<file path="src/rtl/bcd_updn_counter.sv">
// Cascaded BCD up/down counter with parallel load, clear, and wrap or saturate at terminal values.
// Out-of-range load digits are stored as zero and flagged on load_err for one cycle.
module bcd_updn_counter #(
    parameter int unsigned DIGITS = 4,
    parameter bit          WRAP   = 1'b1
) (
    input  logic                  clk,
    input  logic                  reset,
    input  logic                  clear,
    input  logic                  load,
    input  logic [4*DIGITS-1:0]   load_val,
    input  logic                  en,
    input  logic                  up_dn,
    output logic [4*DIGITS-1:0]   q,
    output logic                  tc,
    output logic                  wrap_p,
    output logic                  load_err
);

    logic [4*DIGITS-1:0] q_q, q_d;
    logic                wrap_q, wrap_d;
    logic                err_q, err_d;

    logic [4*DIGITS-1:0] step_val;
    logic [4*DIGITS-1:0] load_fix;
    logic [DIGITS:0]     carry;
    logic                load_bad;
    logic                all9, all0;

    // Terminal detection and the single-cycle ripple step in the requested direction.
    always_comb begin
        all9     = 1'b1;
        all0     = 1'b1;
        carry    = '0;
        carry[0] = 1'b1;
        step_val = q_q;
        for (int i = 0; i < int'(DIGITS); i++) begin
            if (q_q[4*i +: 4] != 4'd9) all9 = 1'b0;
            if (q_q[4*i +: 4] != 4'd0) all0 = 1'b0;
            if (carry[i]) begin
                if (up_dn) begin
                    if (q_q[4*i +: 4] == 4'd9) begin
                        step_val[4*i +: 4] = 4'd0;
                        carry[i+1]         = 1'b1;
                    end else begin
                        step_val[4*i +: 4] = q_q[4*i +: 4] + 4'd1;
                    end
                end else begin
                    if (q_q[4*i +: 4] == 4'd0) begin
                        step_val[4*i +: 4] = 4'd9;
                        carry[i+1]         = 1'b1;
                    end else begin
                        step_val[4*i +: 4] = q_q[4*i +: 4] - 4'd1;
                    end
                end
            end
        end
    end

    always_comb begin
        load_bad = 1'b0;
        load_fix = load_val;
        for (int i = 0; i < int'(DIGITS); i++) begin
            if (load_val[4*i +: 4] > 4'd9) begin
                load_fix[4*i +: 4] = 4'd0;
                load_bad           = 1'b1;
            end
        end
    end

    // Priority: clear, load, count, hold. Reset is applied in the register block.
    always_comb begin
        q_d    = q_q;
        wrap_d = 1'b0;
        err_d  = 1'b0;
        if (clear) begin
            q_d = '0;
        end else if (load) begin
            q_d   = load_fix;
            err_d = load_bad;
        end else if (en) begin
            if (up_dn ? all9 : all0) begin
                wrap_d = 1'b1;
                q_d    = WRAP ? step_val : q_q;
            end else begin
                q_d = step_val;
            end
        end
    end

    always_ff @(posedge clk) begin
        if (!reset) begin
            q_q    <= '0;
            wrap_q <= 1'b0;
            err_q  <= 1'b0;
        end else begin
            q_q    <= q_d;
            wrap_q <= wrap_d;
            err_q  <= err_d;
        end
    end

    assign q        = q_q;
    assign tc       = (up_dn && all9) || (!up_dn && all0);
    assign wrap_p   = wrap_q;
    assign load_err = err_q;

endmodule

</file>
<file path="config.mk">
export PLATFORM = sky130hd
export DESIGN_NAME = bcd_updn_counter
export DESIGN_NICKNAME = d
export VERILOG_FILES = /design/src/rtl/bcd_updn_counter.sv
export SDC_FILE = /design/constraint.sdc
export NUM_CORES = 1
export LEC_CHECK = 0
export CAP_MARGIN = 20
export CORE_ASPECT_RATIO = 1.4
export CORE_MARGIN = 2
export CORE_UTILIZATION = 44
export DETAILED_ROUTE_END_ITERATION = 6
export PLACE_DENSITY = 0.76
export SKIP_CTS_REPAIR_TIMING = 1
export SLEW_MARGIN = 0
export SYNTH_ARGS = -nofsm -noshare
export SYNTH_HDL_FRONTEND = slang
export SYNTH_SLANG_ARGS = --single-unit
export TNS_END_PERCENT = 50
</file>
<file path="constraint.sdc">
create_clock -name clk -period 2 [get_ports clk]
set_input_delay 0.4 -clock clk [delete_from_list [all_inputs] [get_ports clk]]
set_output_delay 0.4 -clock clk [all_outputs]
set_load 0.1 [all_outputs]
</file>
After elaboration in Yosys (flattened, before gate mapping)

Cells that the tools add are included.

Equality and inequality tests: 8
$lt $le $gt $ge: 4
Reduce and logical (&&, ||, !) cells: 22
Bitwise operators: 3
Add/subtract/negate cells: 8
Multiplexer cells: 46

Operators with widths:

| kind                                                                | count |
|---|---|
| 4-bit 2-to-1 mux                                                    | 19 |
| 16-bit 2-to-1 mux                                                   | 2 |
| 1-bit 2-to-1 mux                                                    | 25 |
| 4-bit by 1-bit adder with 4-bit output (second input constant)      | 4 |
| 4-bit equality test (second input constant)                         | 4 |
| 4-bit greater-than comparator (second input constant)               | 4 |
| 4-bit logical NOT                                                   | 4 |
| 4-bit != test (second input constant)                               | 4 |
| 4-bit nonzero test                                                  | 4 |
| 4-bit by 1-bit subtractor with 4-bit output (second input constant) | 4 |
| 2-bit nonzero test                                                  | 4 |
| 2-bit AND reduction                                                 | 3 |
| 4-bit OR reduction                                                  | 1 |
| 1-bit NOT                                                           | 3 |
| 3-bit OR reduction                                                  | 1 |
| 1-bit logical AND                                                   | 2 |
| 2-bit OR reduction                                                  | 1 |
| 1-bit logical NOT                                                   | 1 |
| 1-bit logical OR                                                    | 1 |

Register bits after elaboration: 18
Input bits: 22
Output and inout bits: 19
Word-level logic and storage cells: 97

Longest topological paths before layout

Gate-level depths: netlist of run 1.

Depth in word-level cells: 8
Depth in mapped cells: 7
Gate-level depth less buffers: 5

Worst setup path after synthesis of run 1

Ideal clock, no wire load.

Kind: flip-flop to output port
Start: reg q_q[0], in the netlist q[0]
End: out tc
Path buffers: 1
Slack: -2.515 ns
Data arrival time: 4.115 ns
Stages on the path, launching flop included: 7
Data required time: 1.600 ns
Cell sequence: dfxtp_1 clkbuf_1 nand3_1 or4_1 o21ai_0 nand2_1 nor3_1

Cells in the longest elaborated chain, start to end: 7
Elaborated cells between the ends (all ways): 13
Those cells by class: 1 x eq/ne; 8 x mux; 4 x reduce/logical

RTL lines:

| element                                                    | line   | text |
|---|---|---|
| from (decl)                                                | 20     | `logic [4*DIGITS-1:0] q_q, q_d;` |
| from (signal assigned)                                     | 97     | `q_q <= q_d;` |
| 4-bit != test / 4-bit nonzero test (equally long branches) | 38, 39 |  |
| 1-bit 2-to-1 mux (on tied branches) (4 in series)          | 38, 39 |  |
| 1-bit logical AND                                          | 104    | `assign tc = (up_dn && all9) \|\| (!up_dn && all0);` |
| 1-bit logical OR (*)                                       | 104    |  |
| to (decl)                                                  | 15     | `output logic tc,` |

Every way passes the cells marked *; elsewhere a longest branch is shown, timed or not.

Worst setup path after layout of run 1

Start: reg q_q[13], in the netlist q[13]
End: out tc

Cells in the longest elaborated chain, start to end: 4
Elaborated cells between the ends (all ways): 7
Those cells by class: 1 x eq/ne; 2 x mux; 4 x reduce/logical

RTL lines:

| element                                                    | line |
|---|---|
| 4-bit != test / 4-bit nonzero test (equally long branches) | 38, 39 |
| 1-bit 2-to-1 mux (on tied branches)                        | 38, 39 |
| 1-bit logical AND                                          | 104 |
| 1-bit logical OR (*)                                       | 104 |

Marks and branches as above.

==> results.toml, run 1 <==
[worst_hold_path]
min_from = "q[2]"
hp-class = "register to register"

[synth]
synth_cell_types = 51
avgSynthCellArea_sq_um = 6.99
synth_async_sr_flop_share_pct = 0
synth_top_cell_area_share_pct = 23.3
synth-adder-area-share_pct = 0
synth-warning-count = 0
yosys.area_share.simple_pct = 28.7
synth_top_family_by_area = "compound AO/OA/AOI/OAI gates"
muxShareOfSynthArea_pct = 1.94
synth_xor_xnor_area_share_pct = 5.67
synth_top_cell_by_area = "dfxtp_1"
synth_area_sq_um = 1550
synth_edf_count = 0
synth_compound_area_share_pct = 31.7
netlist_instances = 221
synth_area_leaders = "dfxtp_1 23%, o21ai_0 7.4%, nor2_1 5.3%"
synth_fp_nets = 243
yosysSeqAreaShare_pct = 23.3
ys_ff_latch = 18
synth_ff_type = "dfxtp_1"

[placed_design]
gp_congestion = 0.910
placed_area_sq_um = 2300
portBuffers = 40
hpwl_mm = 3.56

[floorplanning]
core_area_sq_um = 3380
dieArea_sq_um = 4010
ios = 41
core.rowCount = 25
start_util_pct = 45.7
die_w_um = 54.1
die_height_um = 74.1

[sta]
setup_viol = 1
tightest_slew_ns = 0.423
skew_ns = 0.000480
rsz0062_at_grt = "true"
drv_slew = 0
fin_ws_ns = -0.454
timing.fmax_ghz = 0.408
finalCritPeriodShare_pct = 123
setup_tns_ns = -0.454
hold_viol_final = 0
max_slew_margin_pct = 71.1
period_needed_ns = 2.45

[grt]
gr-total-overflow = 0
grt_max_degree = 15
grt_pass1_vias = 1632
grt_pass1_wl_mm = 7.48
track_usage_pct = 24.2
grtUsageMet2_pct = 40.9
met1_usage_pct = 32.4
grt-busiest-layer = "met2"
antenna_found_initial = 0
grt_use_met3_pct = 2.61

[cells_and_area]
drive_gt1_share_pct = 32.4
stdcell_area_sq_um = 2380
final_cell_mix = "48 x buf_4, 22 x nor2_1, 21 x o21ai_0, 20 x clkdlybuf4s50_1, 19 x nand2_1"
syn_to_final_growth_pct = 54.2
num-fill-cells = 287
diodes = 0
layout_commonest_cell = "buf_4"
final_nets = 301

[worst_setup_path]
setup.worst_path.end_class = "primary output"
worstPathMaxFanout = 2
crit_required_ns = 1.60
startpoint_type = "register"
critPathKind = "register to primary output"
cp_data_arrival_time_ns = 2.05
timing.rr.start = "q[3]"
cp-startpoint = "q[13]"

[pwr]
fin_total_pwr_w = 0.00113
p_leak_nw = 0.943
p_per_area_nw_per_um2 = 475
irDropWorstVdd_mv = 0.397

[outcome]
status = "complete, but fails checks"
violations = "negative setup slack"

[detailed_routing]
ant_nets = 0
routed_via_density = 5.85
drt_first_pass_iters = 4
via_count = 1859
wire_per_inst_um = 14.9
drt_iter0_markers = 82
routed_wirelength_mm = 4.72
drcViolationCount = 0

[cts]
cts_htree_levels = 1
clockRootBuffer = "clkbuf_8"
cts_max_path_buffers = 2
clock-sinks = 18
clock_latency_ns = 0.25
cts_made_buffers = 3
cts_tree = "yes"
clk_pin_slew_ns = 0.07

[job]
max_cap_violations = 0
-- area by class of cell --
class	count	area, sq um	share of cell area [%]
multi-input combinational	170	1110	46.5
timing repair buffer	78	737	30.9
sequential	18	403	16.9
clock buffer	4	55.1	2.31
tap	40	50.0	2.10
inverter	8	30.0	1.26
-- path summary, 6_finish.rpt --
check / slack [ns] / to / depth (start not counted)
setup / recovery: -0.45 / tc / 6
hold / removal: 0.59 / q[2] / 2
setup reg to reg: 0.07 / q[10] / 6
hold reg to reg: 0.59 / q[2] / 2
-- cell families (layout without fill, tap and decap cells) --
logic type                Yosys count  count (layout)
AOI/OAI and AO/OA                  72              72
xor gates and xnor gates           10              10
DFF                                18              18
buffers and inverters              33              90
and+or+nand+nor                    85              85
muxes                               3               3
-- per-stage QoR --
stage	hold WS, ns	instances	worst slack, ns	utilization [%]
after floorplan	0.509	221	-0.836	-
after global placement	0.574	314	-0.434	68.0
after detailed placement	0.575	314	-0.499	68.0
after CTS	0.585	318	-0.525	69.6
after global routing	0.606	318	-0.519	70.5
final	0.588	318	-0.454	70.5
-- worst max-delay path: stages, from the launching register on --
cell	delay [ns]
dfxtp_2	0.32
or4_4	0.52
or4_1	0.40
o21ai_1	0.09
nand2_1	0.11
nor3_4	0.16
buf_12	0.20
-- routing by layer --
| metal | vias to the layer above | share of wire (%) |
|---|---|---|
| met5 | - | 0 |
| met4 | 0 | 0.85 |
| met3 | 6 | 4.0 |
| met2 | 50 | 54 |
| met1 | 880 | 41 |
| li1 | 923 | - |
-- synth_stat cells, types with 4 or more instances --
master and number:
nor2b_1 4, nor2_1 22, clkbuf_1 18, xnor2_1 6
nor3_1 8, a21oi_1 15, o21ai_0 23, a211oi_1 6
a31oi_1 4, nand3_1 8, xor2_1 4, inv_1 8
dfxtp_1 18, buf_1 4, nand2_1 19, nor4_1 5
-- report_power, final --
group | internal, W | switching (W) | total (W)
combinational | 0.000185 | 0.000263 | 0.000448
clock | 0.000175 | 0.000127 | 0.000302
sequential | 0.000365 | 0.0000165 | 0.000382
total | 0.000725 | 0.000406 | 0.00113
-- sequential cells by signal (all words and copies together) (netlist names) --
register  flops
load_err      1
q            16
wrap_p        1
No activity file was read; power rests on OpenSTA's default activity.
==> run 2: changes to the inputs <==
--- a/config.mk
+++ b/config.mk
@@ -5,12 +5,13 @@
 export SDC_FILE = /design/constraint.sdc
 export NUM_CORES = 1
 export LEC_CHECK = 0
+export ABC_AREA = 1
 export CAP_MARGIN = 20
 export CORE_ASPECT_RATIO = 1.4
 export CORE_MARGIN = 2
 export CORE_UTILIZATION = 44
 export DETAILED_ROUTE_END_ITERATION = 6
-export PLACE_DENSITY = 0.76
+export PLACE_DENSITY = 0.77
 export SKIP_CTS_REPAIR_TIMING = 1
 export SLEW_MARGIN = 0
 export SYNTH_ARGS = -nofsm -noshare
==> results.toml, run 2 <==
[synth]
synth_async_sr_flop_share_pct = 0
synth_cell_types = 28
synth_area_leaders = "dfxtp_1 23%, nand2_1 21%, nor2_1 11%"
synth_most_common_cell = "nand2_1"
ys_top_cells_by_count = "86 x nand2_1, 46 x nor2_1, 29 x inv_1, 29 x nand3_1, 22 x o21ai_0"
synth_edf_count = 0
synth_top_cell_by_area = "dfxtp_1"
synth_ff_type = "dfxtp_1"
synth_top_cell_area_share_pct = 23.4
synth_fp_nets = 302
avgSynthCellArea_sq_um = 5.50
netlist_instances = 280
synth-warning-count = 0
ys_ff_latch = 18
synth_area_sq_um = 1540
yosysSeqAreaShare_pct = 23.4

[cts]
cts_max_path_buffers = 2
clock_latency_ns = 0.27
cts_htree_levels = 1
clock-sinks = 18
clk_pin_slew_ns = 0.08
cts_tree = "yes"
cts_made_buffers = 3
clockRootBuffer = "clkbuf_8"

[outcome]
status = "finished, final reports clean"

[worst_setup_path]
crit_top_cell = "nor2_1"
startpoint_type = "register"
critPathTopFamily = "simple AND/OR/NAND/NOR gates"
cp_data_arrival_time_ns = 1.52
timing.rr.start = "q[6]"
reg2reg_depth = 8
worstPathMaxFanout = 6
slowest_stage = "dfxtp_2"
crit_required_ns = 1.60
worstReg2RegEnd = "q[14]"
crit_chain = "nor2_1 -> nand3_1 -> nor2_1 -> nand2_1 -> nand2_4 -> buf_12"
worst-path-buf-inv = 1
r2r_slack_ns = 0.52
cp-startpoint = "q[12]"
setup.worst_path.end_class = "primary output"
max_stage_delay_ns = 0.36
critPathKind = "register to primary output"

[grt]
gr-total-overflow = 0
grt_max_degree = 17
antenna_found_initial = 0
grt_pass1_vias = 1706
grt_pass1_wl_mm = 7.08
track_usage_pct = 23.3

[sta]
finalCritPeriodShare_pct = 95.8
setup_viol = 0
max_slew_margin_pct = 65.6
timing.fmax_ghz = 0.522
rsz0062_at_grt = "false"
skew_ns = 0.00326
hold_viol_final = 0
tightest_slew_ns = 0.510
period_needed_ns = 1.92
drv_slew = 0
fin_ws_ns = 0.0847
setup_tns_ns = 0
hold_ws_ns = 0.547

[cells_and_area]
syn_to_final_growth_pct = 36.7
num-fill-cells = 337
layout_commonest_cell = "nand2_1"
drive_gt1_share_pct = 21.7
final_nets = 350
area.sequential_sq_um = 383
largest_reg_flops = 16
diodes = 0
final_cell_mix = "84 x nand2_1, 43 x nor2_1, 29 x nand3_1, 28 x buf_4, 26 x inv_1"
multiInputGateArea_sq_um = 1040

[floorplanning]
ios = 41
start_util_pct = 45.6
die_w_um = 54.0
core.rowCount = 25
dieArea_sq_um = 4000
core_area_sq_um = 3380
die_height_um = 74.0

[placed_design]
post-place-ws_ns = 0.00649
hpwl_mm = 3.37
gp_congestion = 0.836
portBuffers = 40

[worst_hold_path]
holdPathEnd = "q[8]"
whs_path_depth = 2
min_from = "q[8]"
hp-class = "register to register"

[pwr]
p_per_area_nw_per_um2 = 569
p_leak_nw = 1.04
irDropWorstVdd_mv = 0.511

[detailed_routing]
drcViolationCount = 0
via_count = 1942
routed_wirelength_mm = 4.39
ant_nets = 0
drt_first_pass_iters = 5
wire_per_inst_um = 12.0
drt_iter0_markers = 43
routed_via_density = 5.29

[job]
max_cap_violations = 0
==> run 2: cell type report <==
type / count / share of cell area (%)
sequential: 18 / 18.2
multi-input combinational: 223 / 49.3
inverter: 31 / 5.53
timing repair buffer: 51 / 22.0
clock buffer: 4 / 2.61
tap: 40 / 2.38
==> run 2: cell families (layout without fill, tap and decap cells) <==
logic type / count (synthesis) / in the layout / synth area share [%]
AND/OR/NAND/NOR: 172 / 172 / 47.2
AO/OA/AOI/OAI: 50 / 50 / 18.5
buffers and inverters: 39 / 86 / 10.3
flip-flops: 18 / 18 / 23.4
XOR/XNOR: 1 / 1 / 0.569
==> run 2: where the power goes <==
part	switching (W)	internal, W
logic	0.000311	0.000162
registers	0.0000247	0.000377
clock network	0.000148	0.000176
==> run 2: worst max-delay path by stage <==
stage / endpoint / slack, ns / cells after the start
after floorplan: tc / 0.05 / 6
after global placement: q[8] / 0.04 / 10
final: tc / 0.08 / 6
after detailed placement: q[14] / 0.006 / 9
after CTS: tc / 0.03 / 6
after global routing: tc / 0.002 / 8
==> run 2: through the flow <==
stage,util [%],total power [W],cells,instance area (sq um)
3_3_place_gp,59.8,0.000872,361,2020
3_5_place_dp,59.8,0.000876,361,2020
2_1_floorplan,-,0.000736,280,1570
6_report,62.3,0.00120,367,2110
5_1_grt,62.3,0.00126,367,2110
4_1_cts,61.4,0.00119,365,2080
==> run 2: layer usage <==
layer,share of wire [%],GRT usage [%],vias up
li1,-,-,1002
met1,43,27.8,889
met2,52,42.4,44
met3,3.3,1.81,7
met4,1.8,8.61,0
met5,0,0,-
==> run 2: worst reg2reg max path: stages (launching register included) <==
cell and delay (ns):
dfxtp_2 0.36, inv_2 0.09, nand2_1 0.10, o21ai_1 0.20, nand2_1 0.11, nand2_2 0.14, nand3_2 0.18, nor2_1 0.15
nor2_1 0.05
==> run 3: changes to the inputs <==
--- a/config.mk
+++ b/config.mk
@@ -12,6 +12,7 @@
 export CORE_UTILIZATION = 44
 export DETAILED_ROUTE_END_ITERATION = 6
 export PLACE_DENSITY = 0.77
+export REMOVE_ABC_BUFFERS = 1
 export SKIP_CTS_REPAIR_TIMING = 1
 export SLEW_MARGIN = 0
 export SYNTH_ARGS = -nofsm -noshare
==> results.toml, run 3 (same netlist as run 2, synthesis figures left out) <==
[worst_setup_path]
timing.rr.start = "q[4]"
worstReg2RegEnd = "q[15]"
startpoint_type = "register"
reg2reg_depth = 7
slowest_stage = "dfxtp_2"
r2r_slack_ns = 0.47
setup.worst_path.end_class = "primary output"
worstPathMaxFanout = 4
worst-path-buf-inv = 2
cp_data_arrival_time_ns = 1.49
crit_required_ns = 1.60
max_stage_delay_ns = 0.37
crit_chain = "inv_1 -> nor2_1 -> nand2_1 -> nor2_1 -> nand4_1 -> nand2_1 -> buf_12"
critPathTopFamily = "simple AND/OR/NAND/NOR gates"
critPathKind = "register to primary output"

[floorplanning]
die_w_um = 54.0
start_util_pct = 45.6
dieArea_sq_um = 4000
die_height_um = 74.0
ios = 41
core.rowCount = 25
core_area_sq_um = 3380

[cells_and_area]
drive_gt1_share_pct = 18.0
final_cells = 368
area.sequential_sq_um = 369
syn_to_final_growth_pct = 44.9
layout_commonest_cell = "nand2_1"
num-fill-cells = 326
final_cell_mix = "86 x nand2_1, 43 x nor2_1, 29 x nand3_1, 28 x inv_1, 22 x o21ai_0"
utilization_pct = 66.1
multiInputGateArea_sq_um = 1030
final_nets = 351
largest_reg_flops = 16
diodes = 0
stdcell_area_sq_um = 2230

[job]
max_cap_violations = 0

[detailed_routing]
drt_first_pass_iters = 4
routed_wirelength_mm = 4.25
drcViolationCount = 0
via_count = 1929
routed_via_density = 5.24
drt_iter0_markers = 66
wire_per_inst_um = 11.6
ant_nets = 0

[placed_design]
placed_area_sq_um = 2130
dp.cells = 361
gp_congestion = 0.901
portBuffers = 40
hpwl_mm = 3.32

[grt]
antenna_found_initial = 0
track_usage_pct = 23.5
grt_pass1_wl_mm = 7.15
gr-total-overflow = 0
grt_pass1_vias = 1744
grt_max_degree = 17

[cts]
cts_tree = "yes"
cts_made_buffers = 3
clk_pin_slew_ns = 0.08
cts_htree_levels = 1
clockRootBuffer = "clkbuf_8"
clock-sinks = 18
cts_max_path_buffers = 2
clock_latency_ns = 0.26

[worst_hold_path]
hp-class = "register to register"
whs_path_depth = 1
min_from = "q[0]"
holdPathEnd = "q[0]"

[sta]
max_slew_margin_pct = 67.3
setup_viol = 0
hold_ws_ns = 0.569
setup_tns_ns = 0
drv_slew = 0
period_needed_ns = 1.89
finalCritPeriodShare_pct = 94.7
skew_ns = 0.00873
timing.fmax_ghz = 0.528
hold_viol_final = 0
tightest_slew_ns = 0.485

[pwr]
p_per_area_nw_per_um2 = 546
irDropWorstVdd_mv = 0.326
p_leak_nw = 1.07

[outcome]
status = "finished, final reports clean"
==> run 3: routing by layer <==
metal  up-vias  global-route usage [%]  part of all wire, %
met2        61                    41.2                   51
met4         0                    9.44                  2.4
met5         -                       0                    0
met3         9                    1.81                  4.5
met1       858                    29.0                   42
li1       1001                       -                    -
==> run 3: where the power goes <==
part           internal [W]  total [W]  switching, W  leakage, nW
Sequential         0.000376   0.000406     0.0000304        0.150
Combinational      0.000189   0.000500      0.000311        0.896
Clock              0.000175   0.000312      0.000137       0.0288
Total              0.000740    0.00122      0.000478         1.07
==> run 3: worst max path at each step <==
stage | start | slack, ns | depth (start not counted) | endpoint
6_report | q[3] | 0.11 | 7 | tc
5_1_grt | q[3] | -0.02 | 7 | tc
4_1_cts | up_dn | -0.03 | 6 | tc
3_5_place_dp | up_dn | -0.03 | 6 | tc
3_3_place_gp | up_dn | 0.02 | 6 | tc
2_1_floorplan | q[3] | -0.65 | 6 | tc
==> run 3: final cells by class <==
| type | instances | share of cell area [%] |
|---|---|---|
| Inverter | 31 | 5.21 |
| Tap cell | 40 | 2.24 |
| Multi-Input combinational cell | 223 | 46.3 |
| Timing Repair Buffer | 52 | 27.2 |
| Sequential cell | 18 | 16.5 |
| Clock buffer | 4 | 2.47 |
==> run 3: stage by stage <==
stage	setup WS [ns]	total power, W
6_report	0.107	0.00122
5_1_grt	-0.0172	0.00128
4_1_cts	-0.0346	0.00121
3_5_place_dp	-0.0292	0.000899
3_3_place_gp	0.0182	0.000895
2_1_floorplan	-0.651	0.000715
